$ cat config.mk
export PLATFORM = sky130hd
export DESIGN_NAME = crossed_bus_qualifier
export DESIGN_NICKNAME = d
export VERILOG_FILES = /design/src/rtl/crossing_pkg.sv /design/src/rtl/qual_fifo.sv /design/src/rtl/crossed_bus_qualifier.sv
export SDC_FILE = /design/constraint.sdc
export NUM_CORES = 1
export LEC_CHECK = 0
export BUFFER_PORTS_ARGS = -buffer_cell sky130_fd_sc_hd__buf_4
export CORE_AREA = 3 3 138 73
export CTS_BUF_LIST = sky130_fd_sc_hd__clkbuf_2 sky130_fd_sc_hd__clkbuf_4 sky130_fd_sc_hd__clkbuf_8
export CTS_CLUSTER_DIAMETER = 80
export DETAILED_ROUTE_END_ITERATION = 12
export DIE_AREA = 0 0 141 76
export HOLD_SLACK_MARGIN = 0.02
export PLACE_DENSITY = 0.58
export SLEW_MARGIN = 20
export SYNTH_ARGS = -nofsm -noshare
export SYNTH_HDL_FRONTEND = slang
export SYNTH_SLANG_ARGS = --single-unit
$ cat constraint.sdc
create_clock -name clk -period 2.07 [get_ports clk]
set_clock_uncertainty 0.1 [all_clocks]
set_input_delay 0.3105 -clock clk [delete_from_list [all_inputs] [get_ports clk]]
set_output_delay 0.3105 -clock clk [all_outputs]
set_load 0.005 [all_outputs]
$ cat src/rtl/crossing_pkg.sv
// Shared constants and helpers for the clk2-side bus crossing and its consumers.
package crossing_pkg;

    // Bus width shared with the two-register crossing stage.
    localparam int BUS_W = 8;

    // Default number of identical consecutive samples before a value is trusted.
    localparam int STABLE_CYCLES_DEF = 3;

    // Run counter width; covers the legal STABLE_CYCLES range up to 15.
    localparam int RUN_W = 4;

    typedef logic [RUN_W-1:0] run_t;

    // Pointer width for a power-of-two FIFO; never narrower than one bit.
    function automatic int ptr_w(input int depth);
        return (depth > 1) ? $clog2(depth) : 1;
    endfunction

endpackage

$ cat src/rtl/qual_fifo.sv
// Small synchronous FIFO with a registered head word. When the FIFO drains,
// the head register keeps the last popped value so the output is never X.
module qual_fifo
    import crossing_pkg::*;
#(
    parameter int WIDTH = BUS_W,
    parameter int DEPTH = 4,
    localparam int PW   = ptr_w(DEPTH)
) (
    input  logic             clk,
    input  logic             reset,
    input  logic             push,
    input  logic [WIDTH-1:0] push_data,
    input  logic             pop,
    output logic             push_taken,
    output logic [WIDTH-1:0] head_data,
    output logic             full,
    output logic             empty,
    output logic [PW:0]      level
);

    logic [WIDTH-1:0] mem [DEPTH];
    logic [PW-1:0]    wr_ptr;
    logic [PW-1:0]    rd_ptr;
    logic [PW:0]      level_q;
    logic [WIDTH-1:0] head_q;
    logic             pop_ok;
    logic             push_ok;

    assign empty      = (level_q == '0);
    assign full       = (level_q == (PW+1)'(DEPTH));
    assign pop_ok     = pop && !empty;
    // A full FIFO still takes a push when the head leaves on the same edge.
    assign push_ok    = push && (!full || pop_ok);
    assign push_taken = push_ok;
    assign head_data  = head_q;
    assign level      = level_q;

    // Storage array; contents need no reset because level gates visibility.
    always_ff @(posedge clk) begin
        if (push_ok) begin
            mem[wr_ptr] <= push_data;
        end
    end

    // Pointers and occupancy; pointers wrap naturally at the power-of-two depth.
    always_ff @(posedge clk) begin
        if (reset) begin
            wr_ptr  <= '0;
            rd_ptr  <= '0;
            level_q <= '0;
        end else begin
            if (push_ok) begin
                wr_ptr <= wr_ptr + PW'(1);
            end
            if (pop_ok) begin
                rd_ptr <= rd_ptr + PW'(1);
            end
            case ({push_ok, pop_ok})
                2'b10:   level_q <= level_q + (PW+1)'(1);
                2'b01:   level_q <= level_q - (PW+1)'(1);
                default: level_q <= level_q;
            endcase
        end
    end

    // Head register: next entry after a pop, the pushed word when it becomes
    // the only entry, otherwise hold (which keeps the last popped value).
    always_ff @(posedge clk) begin
        if (reset) begin
            head_q <= '0;
        end else if (pop_ok && (level_q > (PW+1)'(1))) begin
            head_q <= mem[rd_ptr + PW'(1)];
        end else if (push_ok && (empty || (pop_ok && level_q == (PW+1)'(1)))) begin
            head_q <= push_data;
        end
    end

endmodule

$ cat src/rtl/crossed_bus_qualifier.sv
// Qualifies a bus arriving from a bare two-flop crossing: a new value is
// accepted only after it has held for STABLE_CYCLES consecutive samples, then
// queued and handed to the consumer over valid/ready.
module crossed_bus_qualifier
    import crossing_pkg::*;
#(
    parameter int WIDTH         = BUS_W,
    parameter int STABLE_CYCLES = STABLE_CYCLES_DEF,
    parameter int FIFO_DEPTH    = 4
) (
    input  logic                            clk,
    input  logic                            reset,
    input  logic [WIDTH-1:0]                data_in,
    output logic [WIDTH-1:0]                out_data,
    output logic                            out_valid,
    input  logic                            out_ready,
    output logic [WIDTH-1:0]                stable_value,
    output logic [ptr_w(FIFO_DEPTH):0]      fifo_level,
    output logic [7:0]                      drop_count
);

    localparam run_t RUN_MAX = run_t'(STABLE_CYCLES);

    logic [WIDTH-1:0] cand;
    run_t             run;
    logic [WIDTH-1:0] stable_q;
    logic [7:0]       drop_q;
    logic             accept;
    logic             pop;
    logic             push_taken;
    logic             fifo_full;
    logic             fifo_empty;

    // Accept once the candidate has saturated its run and differs from the
    // last accepted word; an unchanged word is never re-queued.
    assign accept = (run == RUN_MAX) && (cand != stable_q);
    assign pop    = out_valid && out_ready;

    assign out_valid    = !fifo_empty;
    assign stable_value = stable_q;
    assign drop_count   = drop_q;

    // Stability filter: count consecutive identical samples, restart on change.
    always_ff @(posedge clk) begin
        if (reset) begin
            cand <= '0;
            run  <= '0;
        end else if (data_in == cand) begin
            if (run != RUN_MAX) begin
                run <= run + run_t'(1);
            end
        end else begin
            cand <= data_in;
            run  <= run_t'(1);
        end
    end

    // Track the most recently accepted word, even when its push is dropped.
    always_ff @(posedge clk) begin
        if (reset) begin
            stable_q <= '0;
        end else if (accept) begin
            stable_q <= cand;
        end
    end

    // Count accepted words lost to a full FIFO, saturating at 255.
    always_ff @(posedge clk) begin
        if (reset) begin
            drop_q <= '0;
        end else if (accept && !push_taken && (drop_q != 8'hFF)) begin
            drop_q <= drop_q + 8'd1;
        end
    end

    qual_fifo #(
        .WIDTH (WIDTH),
        .DEPTH (FIFO_DEPTH)
    ) u_fifo (
        .clk        (clk),
        .reset      (reset),
        .push       (accept),
        .push_data  (cand),
        .pop        (pop),
        .push_taken (push_taken),
        .head_data  (out_data),
        .full       (fifo_full),
        .empty      (fifo_empty),
        .level      (fifo_level)
    );

endmodule

# Yosys cells after proc, flatten, opt, wreduce, memory -nomap -nowiden
# Memory sizes are Yosys's and may differ from the RTL's.
# Index checks and enable logic that the tools add are counted.
# W data, S select, Z words.
# op_classes
magnitude_cmp	1
div	0
addsub	6
muxes	7
shifts	0
reduce_logical	18
n_mul	0
bitwise	1
n_eq_ne	10
# ops
cell	n
$mux W8	2
$logic_and A1 B1 Y1	9
$add A8 B1 Y8 const B	1
$eq A8 B8 Y1	1
$ne A8 B8 Y1	1
$ne A8 B8 Y1 const B	1
$pmux W3 S2	1
$add A2 B1 Y2 const B	2
$add A4 B1 Y4 const B	1
$eq A4 B2 Y1 const B	1
$mux W1	4
$ne A4 B2 Y1 const B	1
$reduce_bool A2 Y1	2
$add A3 B1 Y3 const B	1
$eq A3 B1 Y1 const B	1
$eq A3 B3 Y1 const B	1
$gt A3 B1 Y1 const B	1
$logic_not A1 Y1	3
$logic_not A3 Y1	1
$sub A3 B1 Y3 const B	1
$eq A2 B1 Y1 const B	1
$eq A2 B2 Y1 const B	1
$logic_or A1 B1 Y1	2
$ne A2 B1 Y1 const B	1
2 further kinds	2
# word_totals
memories	1
ram_bits	32
rom_bits	0
regBits	43
output_inout_bits	28
latchBits	0
wordCells	53
# mem_list
memory	depth	word_bits	rd	rd_clocked_by_memory_dff	write_ports	line_no	text
u_fifo.mem	4	8	1	0	1	qual_fifo.sv:22	logic [WIDTH-1:0] mem [DEPTH];

# Depth between registers and ports, before layout
# Gate-level depths: netlist of the first run.
# depth
ltp_word	9
depth_mapped	8

# By module
# Synthesis of the first run repeated with hierarchy kept, for this count alone.
# hier_totals
hier_cells	278
hier_area_um2	3425.8
# modules_own_cells
mod	area_per_inst_um2	n_inst	seq_area_each_um2	cells_per_inst
qual_fifo	2144.6	1	1261.2	145
crossed_bus_qualifier	1281.2	1	560.5	133

# Worst setup path before layout of the first run
# No wires, ideal clock.
# synth_path
path_type	register to register
startpoint	register cand[0]
endpoint	register u_fifo.level_q[2], in the netlist u_fifo.level[2]
setup_slack_ns	-0.030
setup_ns	0.070
period_less_slack_ns	2.100
t_required_ns	1.900
path_buffers	0
path_stages_with_launch	7
arrival_ns	1.930
path_cell_list	dfxtp_1 xnor2_1 nand4_2 o211ai_1 ha_1 or3_1 a21oi_1
# synth_via
elab_chain_cells	5
word_cells_on_any_way	7
cone_classes	eq/ne (3); mux (1); reduce/logical (3)
# synth_lines
item	line_no	text
start: declaration	crossed_bus_qualifier.sv:24	logic [WIDTH-1:0] cand;
start signal: assignment	crossed_bus_qualifier.sv:53	cand <= data_in;
$ne A8 B8 Y1 (*)	crossed_bus_qualifier.sv:36	assign accept = (run == RUN_MAX) && (cand != stable_q);
$logic_and A1 B1 Y1 (*)	crossed_bus_qualifier.sv:36	
$logic_and A1 B1 Y1 (*)	qual_fifo.sv:34	assign push_ok = push && (!full || pop_ok);
$eq A2 B1 Y1 or $eq A2 B2 Y1 (tied branches)	qual_fifo.sv:59	case ({push_ok, pop_ok})
$pmux W3 S2 or $reduce_bool A2 Y1 (tied branches)	n/a	
end signal: assignment	qual_fifo.sv:60	2'b10: level_q <= level_q + (PW+1)'(1);
end signal: assignment	qual_fifo.sv:61	2'b01: level_q <= level_q - (PW+1)'(1);
end signal: assignment	qual_fifo.sv:62	default: level_q <= level_q;
end: declaration	qual_fifo.sv:25	logic [PW:0] level_q;
# Every way passes the cells marked *; elsewhere a longest branch is shown, timed or not.
# A chain may end at the register's enable or synchronous reset.

# Final worst setup path of the first run
# layout_path
startpoint	register run[1]
endpoint	memory u_fifo.mem[0][2] (netlist name), enable pin
# layout_via
elab_chain_cells	5
# layout_lines
item	line_no	text
start: declaration	crossed_bus_qualifier.sv:25	run_t run;
start signal: assignment	crossed_bus_qualifier.sv:50	run <= run + run_t'(1);
start signal: assignment	crossed_bus_qualifier.sv:54	run <= run_t'(1);
$eq A4 B2 Y1	crossed_bus_qualifier.sv:36	
$logic_and A1 B1 Y1	crossed_bus_qualifier.sv:36	
$logic_and A1 B1 Y1	qual_fifo.sv:34	
$mux W1	qual_fifo.sv:41	if (push_ok) begin
$mux W1 (not written as such)	qual_fifo.sv:42	mem[wr_ptr] <= push_data;
end: declaration	qual_fifo.sv:22	
# No other way between the ends.

==> results.md, run 1 <==
* Synth top area share at 29.3%
* Htree depth at 3
* Cell accounting for the most synthesized area: edfxtp_1
* Max_cap viols at 0
* Critical R2R Capture: u_fifo.mem[0][2]$_DFFE_PP_
* Vert. Die Dim at 76 microns
* Clock period minus worst slack at 2.03 ns
* CP cell instances: ha_2, or3b_4, nor2_1, and3_1, buf_4
* Dpl cell area at 3880 sq um
* # IOs at 39
* Stages on worst setup path at 5
* Sequential fraction of the synthesis area at 55.5%
* Pin count of the biggest net entering global routing at 26
* PnR worst setup slack at 0.0359 ns
* Synth top area cells: edfxtp_1 (29%), dfxtp_1 (26%), mux2i_1 (5.8%)
* Synth Register Bits at 75
* Worst Setup End Kind: register
* Reg2Reg Depth at 5
* Synthesized instance count at 261
* Initial antenna violation count at 0
* Fin. Hold Viols at 0
* Hold_buf cts at 0
* Worst stage delay on the critical path at 0.41 ns
* Nets at 351
* Clock Sinks at 75
* Critical Path AT at 1.99 ns
* Most common cell after layout, fill and taps aside: buf_4
* Final antenna-violating net count at 0
* Clock Tree Buf Depth at 2
* Rows at 24
* Top achievable clock speed at 492 MHz
* Drt pass-1 iters at 4
* XOR/XNOR Fraction of Synth Area at 6.14%
* Routed wire length at 7100 microns
* Worst slew margin at 66.2%
* Post-route cell area at 4090 sq um
* Status: finished, final reports clean
* Number of global-route vias before repair at 2,292
* Skew-Pair Late Insertion Delay at 0.35 ns
* Leakage at 1.62 nW
* Port bufs at 38
* Mapped cell area at 3280 sq um
* Peak supply drop at 0.000399 V
* Clock root buffer master: clkbuf_8
* Adder-cell share of the synthesized area at 4.19%
* Area delta synth->final at 24.7%
* Gr usage total at 13.8%
* Pwr Total at 2.96 mW
* Warnings from Yosys at 0
* Cell family with most CP delay: simple AND/OR/NAND/NOR gates
* M3 GR Usage at 4.51%
* Setup Viol. Count Final at 0
* Clock-pin slew on the worst setup and hold paths at 0.07 ns
* Crit path required time at 2.02 ns
* Syn nets at 283
* Slowest-stage cell, CP: or3b_4
* Fin Setup TNS at 0 ns
* Die width at 141 microns
* Dpl hpwl at 5100 microns
* Mux share of post-synthesis cell area at 12.0%
* Diodes inserted at 0
* Vias at 2,218
* Drt wl/cell at 15.7 microns
* R2R Path Start: run[1]$_SDFFE_PP0P_
* First-pass GRT wire length at 11,700 microns
* Met1 Resource Use GR at 17.6%
* Final period utilization at 98.3%
* Complex-gate fraction of the synthesized area at 7.13%
* Library cells used by synthesis at 44
* Pwr dens at 724 nW/um^2
* Pre-CTS setup slack at -0.114 ns
* GR Layer Usage met2 at 22.5%
* Simple-Gate Fraction of Synth Area at 13.2%
* Full die area at 10,700 sq um
* Layout cells sized above 1 at 32.9%
* Initial Util at 37.3%
* Final core occ at 46.5%
* Gr ovfl total at 0
* Most frequent cells in the layout: buf_4 (65), dfxtp_1 (37), edfxtp_1 (32)
* Tightest Pin Transition at 0.506 ns
* Kind of critical path: reg2reg
* Vias per cell at 4.92
* CP startpoint: run[1]$_SDFFE_PP0P_
* Worst Setup EP: u_fifo.mem[0][2]$_DFFE_PP_
* GPL Wtd Cong at 0.747
* Worst Path Buf+Inv at 1
* GR peak layer: met2
* Mean area per synthesized cell at 12.6 sq um
* Initial DRC count at 147
* CORE AREA at 8800 sq um
* Num CTS Buffers at 9
* Worst min path class: in2reg
* Flop2flop setup slack at 0.04 ns
* Crit start category: register
* Largest family of logic cells by synthesized area: simple AND/OR/NAND/NOR gates
* Unrepaired setup endpoints after global routing: true
* Final Slew Violations at 0
* Remaining DRCs at 0
* CTS tree: yes
* Critical Path Fanout Max at 8
-- worst reg2reg max path, delay by kind of cell, from the launching register on --
family                     cells  cell delay, ns
adders and majority gates      1            0.22
buffers and inverters          1            0.19
DFF                            1            0.37
and+or+nand+nor                3            0.87
-- through the flow --
stage                     cells  hold slack, ns
after floorplan             261           0.339
after global placement      434           0.356
after detailed placement    434           0.392
after CTS                   450          0.0849
after global routing        451          0.0851
final                       451          0.0974
-- cells in the mapped netlist, drive strengths merged --
master	number
mux2	2
a31o	1
o311a	1
o21bai	1
nand3b	2
xnor2	19
o21ai	5
a211oi	10
and2	1
or3b	1
o211ai	1
ha	11
nand2b	4
nor3b	1
nand3	5
inv	6
a21oi	8
dfxtp	43
clkbuf	5
xor2	4
buf	3
nor2b	10
or3	3
o41ai	2
or4b	2
nor2	31
and3	4
mux2i	19
nand4	5
edfxtp	32
o21a	1
mux4	8
nor3	2
o31a	1
nor4	1
nand2	6
-- final cells by class --
class | instances | area [sq um]
Clock buffer | 10 | 131
Clock inverter | 6 | 41.3
Fill cell | 802 | 4700
Inverter | 6 | 22.5
Multi-Input combinational cell | 172 | 1440
Sequential cell | 75 | 1830
Tap cell | 117 | 146
Timing Repair Buffer | 65 | 488
-- flip-flops by register name (all words and copies together), names as in the netlist --
| signal | flops |
|---|---|
| u_fifo.level | 3 |
| u_fifo.rd_ptr | 2 |
| drop_count | 8 |
| u_fifo.mem | 32 |
| u_fifo.head_data | 8 |
| run | 4 |
| cand | 8 |
| u_fifo.wr_ptr | 2 |
| stable_value | 8 |
-- how the worst min path moves through the flow --
stage | endpoint | start | cells past startpoint
after floorplan | cand[0]$_SDFFE_PP0P_ | data_in[0] | 1
after global placement | run[1]$_SDFFE_PP0P_ | run[1]$_SDFFE_PP0P_ | 2
after detailed placement | drop_count[7]$_SDFFE_PP0P_ | drop_count[7]$_SDFFE_PP0P_ | 2
after CTS | cand[3]$_SDFFE_PP0P_ | data_in[3] | 2
after global routing | cand[1]$_SDFFE_PP0P_ | data_in[1] | 2
final | cand[3]$_SDFFE_PP0P_ | data_in[3] | 2
-- logic make-up (layout without fill, tap and decap cells) --
logic type	after synthesis	after routing
fa+ha+maj	11	11
xor+xnor	23	23
mux	29	29
compound gates	31	31
simple gates	78	78
buf+inv	14	87
flops	75	75
-- timing repair --
item | 4_1_cts | 5_1_grt
gates resized for setup | 2 | 6
setup buffers | 0 | 1
pin swaps | 0 | 1
setup endpoints to repair | 16 | 18
-- per-layer routing --
layer	up-vias	routed length, microns
li1	1087	-
met1	1094	3360
met2	30	3420
met3	7	237
met4	0	83
met5	-	0
-- where the power goes --
part	total, mW	internal [mW]	leakage [nW]	switching (mW)
logic	0.362	0.191	0.887	0.171
clock network	1.00	0.450	0.0938	0.550
registers	1.60	1.57	0.642	0.0335
Note: power is estimated with default switching activity, not from simulation.
==> inputs of run 2 (changes only) <==
- BUFFER_PORTS_ARGS: -buffer_cell sky130_fd_sc_hd__buf_4 -> default
- CORE_AREA: 3 3 138 73 -> 3 3 99 101
- CTS_CLUSTER_SIZE: default -> 28
- DIE_AREA: 0 0 141 76 -> 0 0 102 104
- DONT_BUFFER_PORTS: default -> 1
- PLACE_DENSITY: 0.58 -> 0.54
==> run 2 against run 1 <==
Against the previous run:
- combinational power is 3% higher
- wire length decreased by 0.87%
- total power increased by 11%
- worst hold slack lost 0.055 ns
- sequential power about the same
- clock power up 30%
- count of clock-buffer cells in the layout fell by 1
- core utilization shrank 0.72 points
- worst setup slack improved by 0.0030 ns
- non-clock buffer count is 15 lower
- critical path depth grew 1
- sequential share of layout area is 0.60 points lower
==> results.md, run 2 (synthesis results as in run 1) <==
* Fin Setup TNS at 0 ns
* Die width at 102 microns
* Pre-CTS setup slack at -0.104 ns
* Num CTS Buffers at 9
* Setup Viol. Count Final at 0
* Routed wire length at 7040 microns
* Area delta synth->final at 27.1%
* Drt pass-1 iters at 4
* Placed cell count at 399
* Worst Setup EP: u_fifo.level[2]$_SDFFE_PP0P_
* Post-route cell area at 4170 sq um
* CTS tree: yes
* Clock period minus worst slack at 2.03 ns
* Unrepaired setup endpoints after global routing: true
* Initial DRC count at 70
* Clock root buffer master: clkbuf_8
* Fin. Hold Viols at 0
* Non-filler instance count after layout at 430
* Gr ovfl total at 0
* Final antenna-violating net count at 0
* Clock Tree Buf Depth at 2
* First-pass GRT wire length at 11,400 microns
* Pwr Total at 3.28 mW
* Leakage at 1.61 nW
* Crit start category: register
* Flop2flop setup slack at 0.04 ns
* R2R Path Start: stable_value[0]$_SDFFE_PP0P_
* Rows at 35
* Layout cells sized above 1 at 31.7%
* Tightest Pin Transition at 0.651 ns
* Gr usage total at 13.9%
* Port bufs at 0
* Remaining DRCs at 0
* Dpl hpwl at 4730 microns
* Skew-Pair Late Insertion Delay at 0.36 ns
* Critical Path AT at 2.22 ns
* Max reg flops at 32
* Fill cells at 862
* Most frequent cells in the layout: buf_4 (37), edfxtp_1 (32), nor2_1 (31), dfxtp_1 (31), mux2i_1 (19)
* Max_cap viols at 0
* Final period utilization at 98.1%
* Nets at 336
* Pin count of the biggest net entering global routing at 44
* Largest Register: u_fifo.mem
* Most common cell after layout, fill and taps aside: buf_4
* Worst min path class: in2reg
* Vert. Die Dim at 104 microns
* Critical Path Fanout Max at 3
* Number of global-route vias before repair at 2,221
* PnR worst setup slack at 0.0388 ns
* Hold Path Cell Cnt at 2
* Vias per cell at 4.99
* Final Slew Violations at 0
* Kind of critical path: reg2reg
* CORE AREA at 9110 sq um
* Initial antenna violation count at 0
* Initial Util at 36.0%
* Vias at 2,147
* Htree depth at 3
* Crit path required time at 2.26 ns
* Hold Crit Start: reset
* Dpl cell area at 3660 sq um
* Peak supply drop at 0.000303 V
* Reg2Reg Depth at 6
* # IOs at 39
* CP startpoint: stable_value[0]$_SDFFE_PP0P_
* Worst Setup End Kind: register
* Worst slew margin at 56.6%
* Status: finished, final reports clean
* Diodes inserted at 0
* Top achievable clock speed at 492 MHz
* Pwr dens at 786 nW/um^2
* Clock Sinks at 75
* Full die area at 10,600 sq um
* Clock-pin slew on the worst setup and hold paths at 0.08 ns
* Critical R2R Capture: u_fifo.level[2]$_SDFFE_PP0P_
* Drt wl/cell at 16.4 microns
* GPL Wtd Cong at 0.746
run 2: cell types whose count changed in the layout (fill, tap and decap cells not counted), moves of 5 or more:
cell	delta
buf_4	-28
dfxtp_1	-6
dfxtp_2	+5
dlygate4sd3_1	+11
xnor2_1	-7
xnor2_2	+7
run 2: repair_timing:
| item | CTS | global route |
|---|---|---|
| setup buffers | 0 | 3 |
| endpoints found under the hold margin | 35 | 24 |
| pin swaps | 0 | 7 |
| setup endpoints to repair | 16 | 59 |
| resized for setup | 3 | 24 |
| hold buffers | 11 | 1 |
run 2: worst min-delay path by stage:
stage	end	slack (ns)
after floorplan	cand[0]$_SDFFE_PP0P_	0.34
after global placement	cand[0]$_SDFFE_PP0P_	0.28
after detailed placement	cand[0]$_SDFFE_PP0P_	0.28
after CTS	drop_count[6]$_SDFFE_PP0P_	-0.09
after global routing	drop_count[1]$_SDFFE_PP0P_	0.05
final	drop_count[1]$_SDFFE_PP0P_	0.04
run 2: layer usage:
metal	share of wire (%)	up-vias	track usage (%)
met2	48	36	22.7
met5	0	-	0
met1	45	1046	17.2
li1	-	1055	-
met4	2.1	0	6.47
met3	4.3	10	3.22
run 2: power by group:
group	switching, mW	internal (mW)	total (mW)
combinational	0.168	0.204	0.373
sequential	0.0357	1.57	1.60
clock	0.604	0.700	1.30
total	0.808	2.47	3.28
run 2: metrics by stage:
stage,hold WS (ns),util (%)
6_report,0.0426,45.8
5_1_grt,0.0506,45.8
4_1_cts,-0.0942,44.1
3_5_place_dp,0.281,40.2
3_3_place_gp,0.283,40.2
2_1_floorplan,0.339,-
run 2: area by class of cell:
type / count / area (sq um) / share of cell area [%]
clock buffers: 9 / 124 / 2.97
well taps: 111 / 139 / 3.33
flip-flops and latches: 75 / 1840 / 44.1
clock inverters: 7 / 105 / 2.52
multi-input cells: 172 / 1520 / 36.3
inverters: 6 / 22.5 / 0.540
repair buffers: 50 / 428 / 10.3
run 2: worst max-delay path: stages, from the launching register on:
cell and delay (ns):
dfxtp_1 0.32, xnor2_1 0.18, nand4_2 0.17, o211ai_1 0.36
ha_2 0.35, or3_1 0.36, a21oi_1 0.12
==> inputs of run 3 (changes only) <==
- REMOVE_ABC_BUFFERS: default -> 1
==> run 3 against run 2 <==
Against the previous run:
- non-clock buffer count shrank 11
- global-route usage shrank 0.48 points
- register-to-register slack gained 0.04 ns
- count of clock-buffer cells in the layout is the same
- flip-flop and latch count is the same
- maximum frequency grew 2.1%
- die area is the same
- sequential power is essentially flat
- total power shrank 8.0%
- first-iteration DRC count grew 23%
- worst hold slack gained 0.0051 ns
- critical path depth is the same
- critical endpoint unchanged
- largest cell class unchanged
- largest power group unchanged
==> results.md, run 3 (synthesis results as in run 1) <==
* Pin count of the biggest net entering global routing at 36
* Drt wl/cell at 15.8 microns
* Largest Register: u_fifo.mem
* Crit path required time at 2.25 ns
* Final core occ at 43.6%
* First-pass GRT wire length at 11,100 microns
* Number of global-route vias before repair at 2,125
* Flop2flop setup slack at 0.08 ns
* Dpl cell area at 3620 sq um
* Remaining DRCs at 0
* Hold Crit Start: reset
* Die width at 102 microns
* Fill cells at 872
* Final period utilization at 96.1%
* Num CTS Buffers at 9
* Pre-CTS setup slack at -0.0572 ns
* Vias at 2,097
* Nets at 325
* Skew-Pair Late Insertion Delay at 0.34 ns
* Peak supply drop at 0.000290 V
* Critical Path AT at 2.17 ns
* Reg2Reg Depth at 6
* Clock Tree Buf Depth at 2
* CTS tree: yes
* Fin. Hold Viols at 0
* Hold Path Cell Cnt at 2
* GPL Wtd Cong at 0.739
* Diodes inserted at 0
* Most frequent cells in the layout: dfxtp_1 (40), edfxtp_1 (32), nor2_1 (31)
* Clock Sinks at 75
* Layout cells sized above 1 at 24.4%
* Kind of critical path: reg2reg
* Final Slew Violations at 0
* Hold EP: drop_count[1]$_SDFFE_PP0P_
* Status: finished, final reports clean
* Tightest Pin Transition at 0.614 ns
* Critical R2R Capture: u_fifo.level[2]$_SDFFE_PP0P_
* Routed wire length at 6610 microns
* Max reg flops at 32
* Most common cell after layout, fill and taps aside: dfxtp_1
* Gr ovfl total at 0
* Worst Setup End Kind: register
* Dpl hpwl at 4600 microns
* CORE AREA at 9110 sq um
* Crit start category: register
* Initial DRC count at 86
* Port bufs at 0
* Worst min path class: in2reg
* PnR worst setup slack at 0.0803 ns
* Area delta synth->final at 21.1%
* Initial antenna violation count at 0
* R2R Path Start: stable_value[1]$_SDFFE_PP0P_
* Post-route cell area at 3970 sq um
* Clock-pin slew on the worst setup and hold paths at 0.09 ns
* Htree depth at 3
* Full die area at 10,600 sq um
* Rows at 35
* Gr usage total at 13.4%
* Initial Util at 36.0%
* Vias per cell at 5.00
* Clock period minus worst slack at 1.99 ns
* Setup Viol. Count Final at 0
* Critical Path Fanout Max at 2
* Drt pass-1 iters at 4
* Worst slew margin at 59.1%
* Leakage at 1.50 nW
* Clock root buffer master: clkbuf_8
* # IOs at 39
* Final antenna-violating net count at 0
* Fin Setup TNS at 0 ns
* Vert. Die Dim at 104 microns
* Top achievable clock speed at 503 MHz
* Max_cap viols at 0
* Pwr dens at 760 nW/um^2
run 3: cell count changes in the layout (fill, tap and decap cells not counted), moves of 3 or more:
| cell | previous run | this run |
|---|---|---|
| dfxtp_1 | 31 | 40 |
| dlygate4sd3_1 | 11 | 8 |
| xnor2_1 | 12 | 18 |
| buf_4 | 37 | 28 |
| dfxtp_2 | 11 | 3 |
| xnor2_2 | 7 | 1 |
run 3: critical path: stages, from the launching register on:
cell	delay (ns)
dfxtp_1	0.33
xnor2_1	0.22
nand4_2	0.17
o211ai_1	0.28
ha_2	0.33
or3_1	0.37
a21oi_1	0.14
run 3: power by group:
group	internal [mW]	total [mW]	leakage, nW	switching (mW)
combinational	0.180	0.338	0.759	0.157
clock	0.467	1.08	0.0947	0.614
sequential	1.57	1.60	0.642	0.0335
run 3: what timing repair did:
| item | CTS | global route |
|---|---|---|
| hold buffers | 9 | 0 |
| endpoints found under the hold margin | 35 | 0 |
| buffers inserted | 0 | 2 |
| pin swaps | 0 | 1 |
| gates resized for setup | 4 | 9 |
| endpoints found under the setup margin | 13 | 22 |
run 3: worst max-delay path by stage:
stage | start | end | depth (start not counted)
2_1_floorplan | cand[0]$_SDFFE_PP0P_ | drop_count[0]$_SDFFE_PP0P_ | 5
3_3_place_gp | run[0]$_SDFFE_PP0P_ | u_fifo.head_data[6]$_SDFFE_PP0P_ | 6
3_5_place_dp | u_fifo.level[1]$_SDFFE_PP0P_ | u_fifo.head_data[4]$_SDFFE_PP0P_ | 6
4_1_cts | u_fifo.level[1]$_SDFFE_PP0P_ | drop_count[6]$_SDFFE_PP0P_ | 7
5_1_grt | stable_value[2]$_SDFFE_PP0P_ | u_fifo.level[2]$_SDFFE_PP0P_ | 6
6_report | stable_value[1]$_SDFFE_PP0P_ | u_fifo.level[2]$_SDFFE_PP0P_ | 6
run 3: area by class of cell:
cell class                      count  area, sq um  area share [%]
Sequential cell                    75         1830            45.9
Timing Repair Buffer               39          350            8.82
Clock buffer                        9          124            3.12
Tap cell                          111          139            3.49
Multi-Input combinational cell    172         1450            36.4
Clock inverter                      7         65.1            1.64
Inverter                            6         22.5           0.567
run 3: through the flow:
step	std cells	hold WS, ns	power (mW)
3_5_place_dp	392	0.288	1.93
5_1_grt	419	0.0549	3.17
3_3_place_gp	392	0.288	1.92
4_1_cts	417	0.0283	3.05
6_report	419	0.0478	3.02
2_1_floorplan	253	0.280	1.81
run 3: metal layers:
metal,up-vias,wire length [microns],global-route usage (%)
li1,1034,-,-
met1,1012,3020,18.0
met2,43,3150,20.1
met3,8,399,4.16
met4,0,44,5.34
met5,-,0,0
